--- config.mk ---
export PLATFORM = sky130hd
export DESIGN_NAME = spi_arbiter
export DESIGN_NICKNAME = d
export VERILOG_FILES = /design/src/rtl/spi_arb_pkg.sv /design/src/rtl/spi_arbiter.sv
export SDC_FILE = /design/constraint.sdc
export NUM_CORES = 1
export LEC_CHECK = 0
export CORE_AREA = 2 2 78 43
export DETAILED_ROUTE_END_ITERATION = 7
export DIE_AREA = 0 0 80 45
export HOLD_SLACK_MARGIN = 0.02
export PLACE_DENSITY = 0.82
export SKIP_LAST_GASP = 1
export SLEW_MARGIN = 15
export SYNTH_ARGS = -nofsm -noshare
export SYNTH_HDL_FRONTEND = slang
export SYNTH_SLANG_ARGS = --single-unit
export TNS_END_PERCENT = 100
--- constraint.sdc ---
create_clock -name clk -period 3.55 [get_ports clk]
set_input_delay 0.71 -clock clk [delete_from_list [all_inputs] [get_ports clk]]
set_output_delay 0.71 -clock clk [all_outputs]
set_load 0.01 [all_outputs]
--- src/rtl/spi_arb_pkg.sv ---
// Shared types and constants for the SPI master arbiter.
package spi_arb_pkg;

  typedef enum logic [1:0] {
    IDLE = 2'd0,
    GNT  = 2'd1,
    BUSY = 2'd2
  } arb_state_t;

  // Owner encoding: port 0 is the inertial sensor, port 1 is the A2D.
  localparam logic OWN_INERT = 1'b0;
  localparam logic OWN_A2D   = 1'b1;

  localparam int TMO_CYC_DEFAULT = 1024;
  localparam int CMD_W           = 16;

endpackage

--- src/rtl/spi_arbiter.sv ---
// Round-robin arbiter sharing one SPI_mstr16 between the inertial interface
// (port 0) and the A2D interface (port 1). Supports burst locking and revokes
// a grant that sits idle for TMO_CYC cycles. Data read back from the master is
// not routed here; requesters qualify it with their own done pulse.
module spi_arbiter
  import spi_arb_pkg::*;
#(
  parameter int TMO_CYC = TMO_CYC_DEFAULT,
  parameter int TMO_W   = 11
) (
  input  logic             clk,
  input  logic             rst,
  input  logic             req0,
  input  logic             req1,
  input  logic             lock0,
  input  logic             lock1,
  input  logic             wrt0,
  input  logic             wrt1,
  input  logic [CMD_W-1:0] cmd0,
  input  logic [CMD_W-1:0] cmd1,
  output logic             gnt0,
  output logic             gnt1,
  output logic             done0,
  output logic             done1,
  output logic             m_wrt,
  output logic [CMD_W-1:0] m_cmd,
  input  logic             m_done,
  input  logic             m_SS_n,
  output logic             SS0_n,
  output logic             SS1_n
);

  localparam logic [TMO_W-1:0] TMO_LAST = TMO_W'(TMO_CYC - 1);

  arb_state_t       state_q, state_d;
  logic             owner_q, owner_d;
  logic             last_q,  last_d;
  logic [TMO_W-1:0] tmo_q,   tmo_d;
  logic             gnt0_q,  gnt0_d;
  logic             gnt1_q,  gnt1_d;

  logic             req_own;
  logic             wrt_own;
  logic             lock_own;
  logic [CMD_W-1:0] cmd_own;

  // Select the current owner's request-side signals.
  always_comb begin
    req_own  = (owner_q == OWN_A2D) ? req1  : req0;
    wrt_own  = (owner_q == OWN_A2D) ? wrt1  : wrt0;
    lock_own = (owner_q == OWN_A2D) ? lock1 : lock0;
    cmd_own  = (owner_q == OWN_A2D) ? cmd1  : cmd0;
  end

  // Next-state logic: arbitration, burst lock, idle-grant timeout.
  always_comb begin
    state_d = state_q;
    owner_d = owner_q;
    last_d  = last_q;
    tmo_d   = tmo_q;
    unique case (state_q)
      IDLE: begin
        tmo_d = '0;
        if (req0 && req1) begin
          // Tie: the port that did not own the bus last time wins.
          owner_d = ~last_q;
          state_d = GNT;
        end else if (req0) begin
          owner_d = OWN_INERT;
          state_d = GNT;
        end else if (req1) begin
          owner_d = OWN_A2D;
          state_d = GNT;
        end
      end
      GNT: begin
        if (wrt_own) begin
          state_d = BUSY;
          tmo_d   = '0;
        end else if (!req_own || (tmo_q == TMO_LAST)) begin
          state_d = IDLE;
          last_d  = owner_q;
          tmo_d   = '0;
        end else begin
          tmo_d = tmo_q + TMO_W'(1);
        end
      end
      BUSY: begin
        // A dropped request does not abort an in-flight transfer.
        if (m_done) begin
          tmo_d = '0;
          if (lock_own) begin
            state_d = GNT;
          end else begin
            state_d = IDLE;
            last_d  = owner_q;
          end
        end
      end
      default: begin
        state_d = IDLE;
        tmo_d   = '0;
      end
    endcase
    gnt0_d = (state_d != IDLE) && (owner_d == OWN_INERT);
    gnt1_d = (state_d != IDLE) && (owner_d == OWN_A2D);
  end

  // Arbiter state registers; last starts at 1 so port 0 wins the first tie.
  always_ff @(posedge clk) begin
    if (rst) begin
      state_q <= IDLE;
      owner_q <= OWN_INERT;
      last_q  <= 1'b1;
      tmo_q   <= '0;
      gnt0_q  <= 1'b0;
      gnt1_q  <= 1'b0;
    end else begin
      state_q <= state_d;
      owner_q <= owner_d;
      last_q  <= last_d;
      tmo_q   <= tmo_d;
      gnt0_q  <= gnt0_d;
      gnt1_q  <= gnt1_d;
    end
  end

  // Master-side routing, done steering and chip-select steering.
  always_comb begin
    gnt0  = gnt0_q;
    gnt1  = gnt1_q;
    m_wrt = (state_q == GNT) && wrt_own;
    m_cmd = (state_q == IDLE) ? '0 : cmd_own;
    done0 = (state_q == BUSY) && m_done && (owner_q == OWN_INERT);
    done1 = (state_q == BUSY) && m_done && (owner_q == OWN_A2D);
    SS0_n = ((state_q != IDLE) && (owner_q == OWN_INERT)) ? m_SS_n : 1'b1;
    SS1_n = ((state_q != IDLE) && (owner_q == OWN_A2D))   ? m_SS_n : 1'b1;
  end

endmodule

* Word-level counts from Yosys, hierarchy flattened
Cells that the tools add are included.
W data, S select, Z words.
** Word-level totals
- Register bits :: 17
- Output and inout bits :: 23
- Word-level logic and storage cells :: 61
** Cells by class
- Add/subtract/negate cells :: 1
- Equal/unequal tests :: 7
- Muxes and demuxes :: 28
- Bitwise operators :: 3
- Reductions and logical operators :: 16
** Operator list (number)
- $mux W11 :: 3
- $mux W16 :: 2
- $pmux W11 S2 :: 1
- $mux W1 :: 14
- $mux W2 :: 6
- $add A11 B1 Y11 const B :: 1
- $eq A11 B10 Y1 const B :: 1
- $logic_and A1 B1 Y1 :: 9
- $ne A2 B2 Y1 const B :: 4
- $pmux W2 S3 :: 1
- $reduce_bool A2 Y1 :: 3
- $reduce_and A5 Y1 :: 1
- $not A1 Y1 :: 3
- $eq A2 B1 Y1 const B :: 1
- $eq A2 B2 Y1 const B :: 1
- $logic_not A2 Y1 :: 1
- $pmux W1 S2 :: 1
- $logic_not A1 Y1 :: 1
- $logic_or A1 B1 Y1 :: 1

* Longest topological paths before layout
- Depth in word-level cells :: 8
- Mapped depth :: 6
- Depth with buffers taken out :: 5

* Least setup slack after synthesis
No wires, ideal clock.
- Path kind :: register -> output
- Start point :: reg owner_q
- End point :: out m_cmd[10]
- Arrival time :: 1.251 ns
- Required time :: 2.840 ns
- Path slack :: 1.589 ns
- Cell stages (with the launch flop) :: 5
- Path buffers :: 2
- Path through :: dfxtp_1 clkbuf_1 buf_1 mux2i_1 nor2_1
** On the way
- Longest elaborated chain between the ends :: 2
** RTL lines
- from (decl) :: RTL line spi_arbiter.sv:36 : logic owner_q, owner_d;
- from (signal assigned) :: RTL line spi_arbiter.sv:120 : owner_q <= owner_d;
- $mux W16 :: RTL line spi_arbiter.sv:52 : cmd_own = (owner_q == OWN_A2D) ? cmd1 : cmd0;
- $mux W16 :: RTL line spi_arbiter.sv:133 : m_cmd = (state_q == IDLE) ? '0 : cmd_own;
- to (decl) :: RTL line spi_arbiter.sv:26 : output logic [CMD_W-1:0] m_cmd,
No other way between the ends.

* Worst setup path in the final report
- Start point :: in m_done
- End point :: out done0
** On the way
- Longest elaborated chain between the ends :: 2
** RTL lines
- from (decl) :: RTL line spi_arbiter.sv:27 : input logic m_done,
- $logic_and A1 B1 Y1 (2 in a row) :: RTL line spi_arbiter.sv:134 : done0 = (state_q == BUSY) && m_done && (owner_q == OWN_INERT);
- to (decl) :: RTL line spi_arbiter.sv:23 : output logic done0,
No other way between the ends.

==> run_results.csv <==
group,metric,value,unit
cts,cts_tree,"built",
placed_design,port_buffers,64,
yosys,synth_cells,136,
placed_design,place_ws,0.708,ns
yosys,yosysWarnings,0,
floorplan,ios,65,
detailed_routing,ant_nets,0,
cells_and_area,nFillCells,234,
cells_and_area,drive_gt1_share,6.53,%
floorplan,core_area,2870,um^2
yosys,syn-cell-area,1120,um^2
pwr,switching_share,28.4,%
yosys,synth_top_area_share,30.3,%
timing,finalSetupTns,0,ns
pwr,combinationalPowerShare,35.0,%
critical_path,max_stage_delay,0.56,ns
cells_and_area,seqCellArea,340,um^2
timing,period_needed,2.85,ns
cts,cts-resized-gates,0,
yosys,synth_edf_count,0,
critical_path,critPathSlowestCell,"clkdlybuf4s50_1",
pwr,power.internal,0.000388,W
timing,tightestPinTransition,0.624,ns
detailed_routing,drc_errors,0,
cells_and_area,syn2layout_area_growth,64.4,%
yosys,synth_flop_cell,"dfxtp_1",
flow_run,drv_cap,0,
grt,antenna_found_initial,0,
grt,track_usage,19.6,%
pwr,p_seq_share,38.2,%
timing,rsz0062_at_grt,"false",
pwr,pwr-share-clk,26.8,%
grt,grt_pass1_vias,1119,
run_status,status,"complete, no violations",
timing,setup_viol,0,
pwr,p_switching,0.000154,W
critical_path,end_kind,"output pin",
critical_path,cp-start-kind,"primary input",
detailed_routing,viasPerCell,5.10,
floorplan,num_rows,14,
timing,final.setup_skew,0.00364,ns
yosys,synthDistinctLibCells,39,
grt,grt_max_degree,21,
floorplan,die_w,80,um
placed_design,gp_congestion,0.812,
cts,cts_made_buffers,3,
critical_path,worstPathRequired,2.84,ns
timing,fin_crit_sh,80.3,%
critical_path,path_class,"in -> out",
yosys,ys_seq_area_share,30.3,%
yosys,async_flop_share,0,%
yosys,yosysTopAreaCell,"dfxtp_1",
yosys,syn_area_per_cell,8.26,um^2
placed_design,dp_hpwl,2910,um
critical_path,critPathTopFamily,"buffers and inverters",
cts,clock_latency,0.25,ns
critical_path,worstPathMaxFanout,5,
grt,grt_overflow,0,
yosys,ys_ff_latch,17,
timing,clock.fmax,351,MHz
pwr,leakagePower,0.621,nW
cts,cts.sinks,17,
detailed_routing,drtIter0Drc,54,
floorplan,dieArea,3600,um^2
cts,cts_buffer_depth,2,
cells_and_area,n_antenna_cell,0,
cts,htreeDepth,1,
detailed_routing,vias,1218,
yosys,yosysMostFrequentCell,"nor2_1",
pwr,power_density,293,nW/um^2
detailed_routing,firstDrtPassIters,4,
critical_path,path_cells,"clkdlybuf4s50_1 -> nand3b_1 -> nor2_1 -> clkdlybuf4s50_1",
timing,relSlewSlack,58.3,%
pwr,irDropWorstVdd,238,uV
critical_path,critPathMostFrequentCell,"clkdlybuf4s50_1",
cts,clkTransAtPathRegs,0.07,ns
cts,cts_post_setup_buffers_inserted,0,
cts,cts_root_buffer,"clkbuf_8",
floorplan,initial_core_util,39.1,%
cts,ctsHoldBuffers,0,
detailed_routing,wl,3500,um
critical_path,worstPathArrival,2.14,ns
timing,hold_viol_final,0,
cells_and_area,final_nets,243,
hold_path,worstHoldPathType,"reg -> reg",
timing,setup_ws,0.698,ns
critical_path,critPathBufInv,2,
cells_and_area,multiInputGateArea,743,um^2
grt,grt_pass1_wl,5370,um
timing,finalMaxSlewViolations,0,
floorplan,die_y,45,um
yosys,synthTopCellsByArea,"dfxtp_1, mux2i_1, nor2_1",
yosys,synth_common_cells,"nor2_1, mux2i_1, dfxtp_1",
yosys,syn_nets,179,
detailed_routing,wl_per_cell,14.6,um
[through the flow]
step	power (W)	hold WS [ns]	instances	instance area (um^2)	utilization [%]
after floorplan	0.000292	0.429	136	1120	-
after global placement	0.000396	0.439	235	1800	62.7
after detailed placement	0.000400	0.472	235	1800	62.7
after CTS	0.000547	0.482	239	1850	64.3
after global routing	0.000569	0.500	239	1850	64.3
final	0.000542	0.483	239	1850	64.3
[flip-flops by register name, summed over array words and instances (netlist names)]
signal / flops
gnt0: 1
state_q: 2
last_q: 1
owner_q: 1
gnt1: 1
tmo_q: 11
[kinds of logic after synthesis]
| group | after synthesis | share of synthesized area [%] |
|---|---|---|
| buf+inv | 10 | 3.56 |
| fa+ha+maj | 1 | 1.11 |
| mux | 19 | 17.0 |
| flops | 17 | 30.3 |
| xor+xnor | 6 | 4.68 |
| compound gates | 16 | 12.6 |
| simple gates | 67 | 30.7 |
[cell type report]
cell class                      instances  share of cell area (%)
Sequential cell                        17                    18.4
Timing Repair Buffer                   66                    35.5
Multi-Input combinational cell        109                    40.2
Tap cell                               40                    2.71
Inverter                                3                   0.610
Clock buffer                            3                    2.24
Clock inverter                          1                   0.271
[worst min-delay path, cell delays in order, from the launching register on]
cell     delay [ns]
dfxtp_1        0.33
o41ai_1        0.07
nor2_1         0.04
[cell usage in the layout (no fill, tap or decap), types with 4 or more instances in the layout]
cell type,netlist,layout
or3_1,4,4
mux2i_1,18,18
clkdlybuf4s50_1,0,64
dfxtp_1,17,17
xnor2_1,5,5
nand2_1,8,8
nor2_1,32,32
[power groups by stage]
stage	Clock, W	Combinational, W	Sequential (W)
2_1_floorplan	0	0.0000849	0.000207
3_3_place_gp	0	0.000185	0.000211
3_5_place_dp	0	0.000189	0.000211
4_1_cts	0.000150	0.000190	0.000207
5_1_grt	0.000159	0.000202	0.000209
6_report	0.000145	0.000189	0.000207
[final timing paths]
| kind | start | endpoint | slack, ns | depth (start not counted) |
|---|---|---|---|---|
| max | m_done | done0 | 0.70 | 4 |
| min | tmo_q[10] | tmo_q[10] | 0.48 | 2 |
| max reg2reg | owner_q | gnt0 | 1.28 | 5 |
| min reg2reg | tmo_q[10] | tmo_q[10] | 0.48 | 2 |
[routing by layer]
metal | vias to the layer above | global-route usage [%] | part of all wire (%)
met5 | - | 0 | 0
met4 | 0 | 3.05 | 0.29
met3 | 2 | 4.20 | 4.4
met2 | 33 | 34.3 | 53
met1 | 570 | 25.8 | 42
li1 | 613 | - | -
Power figures use the tool's default switching activity.
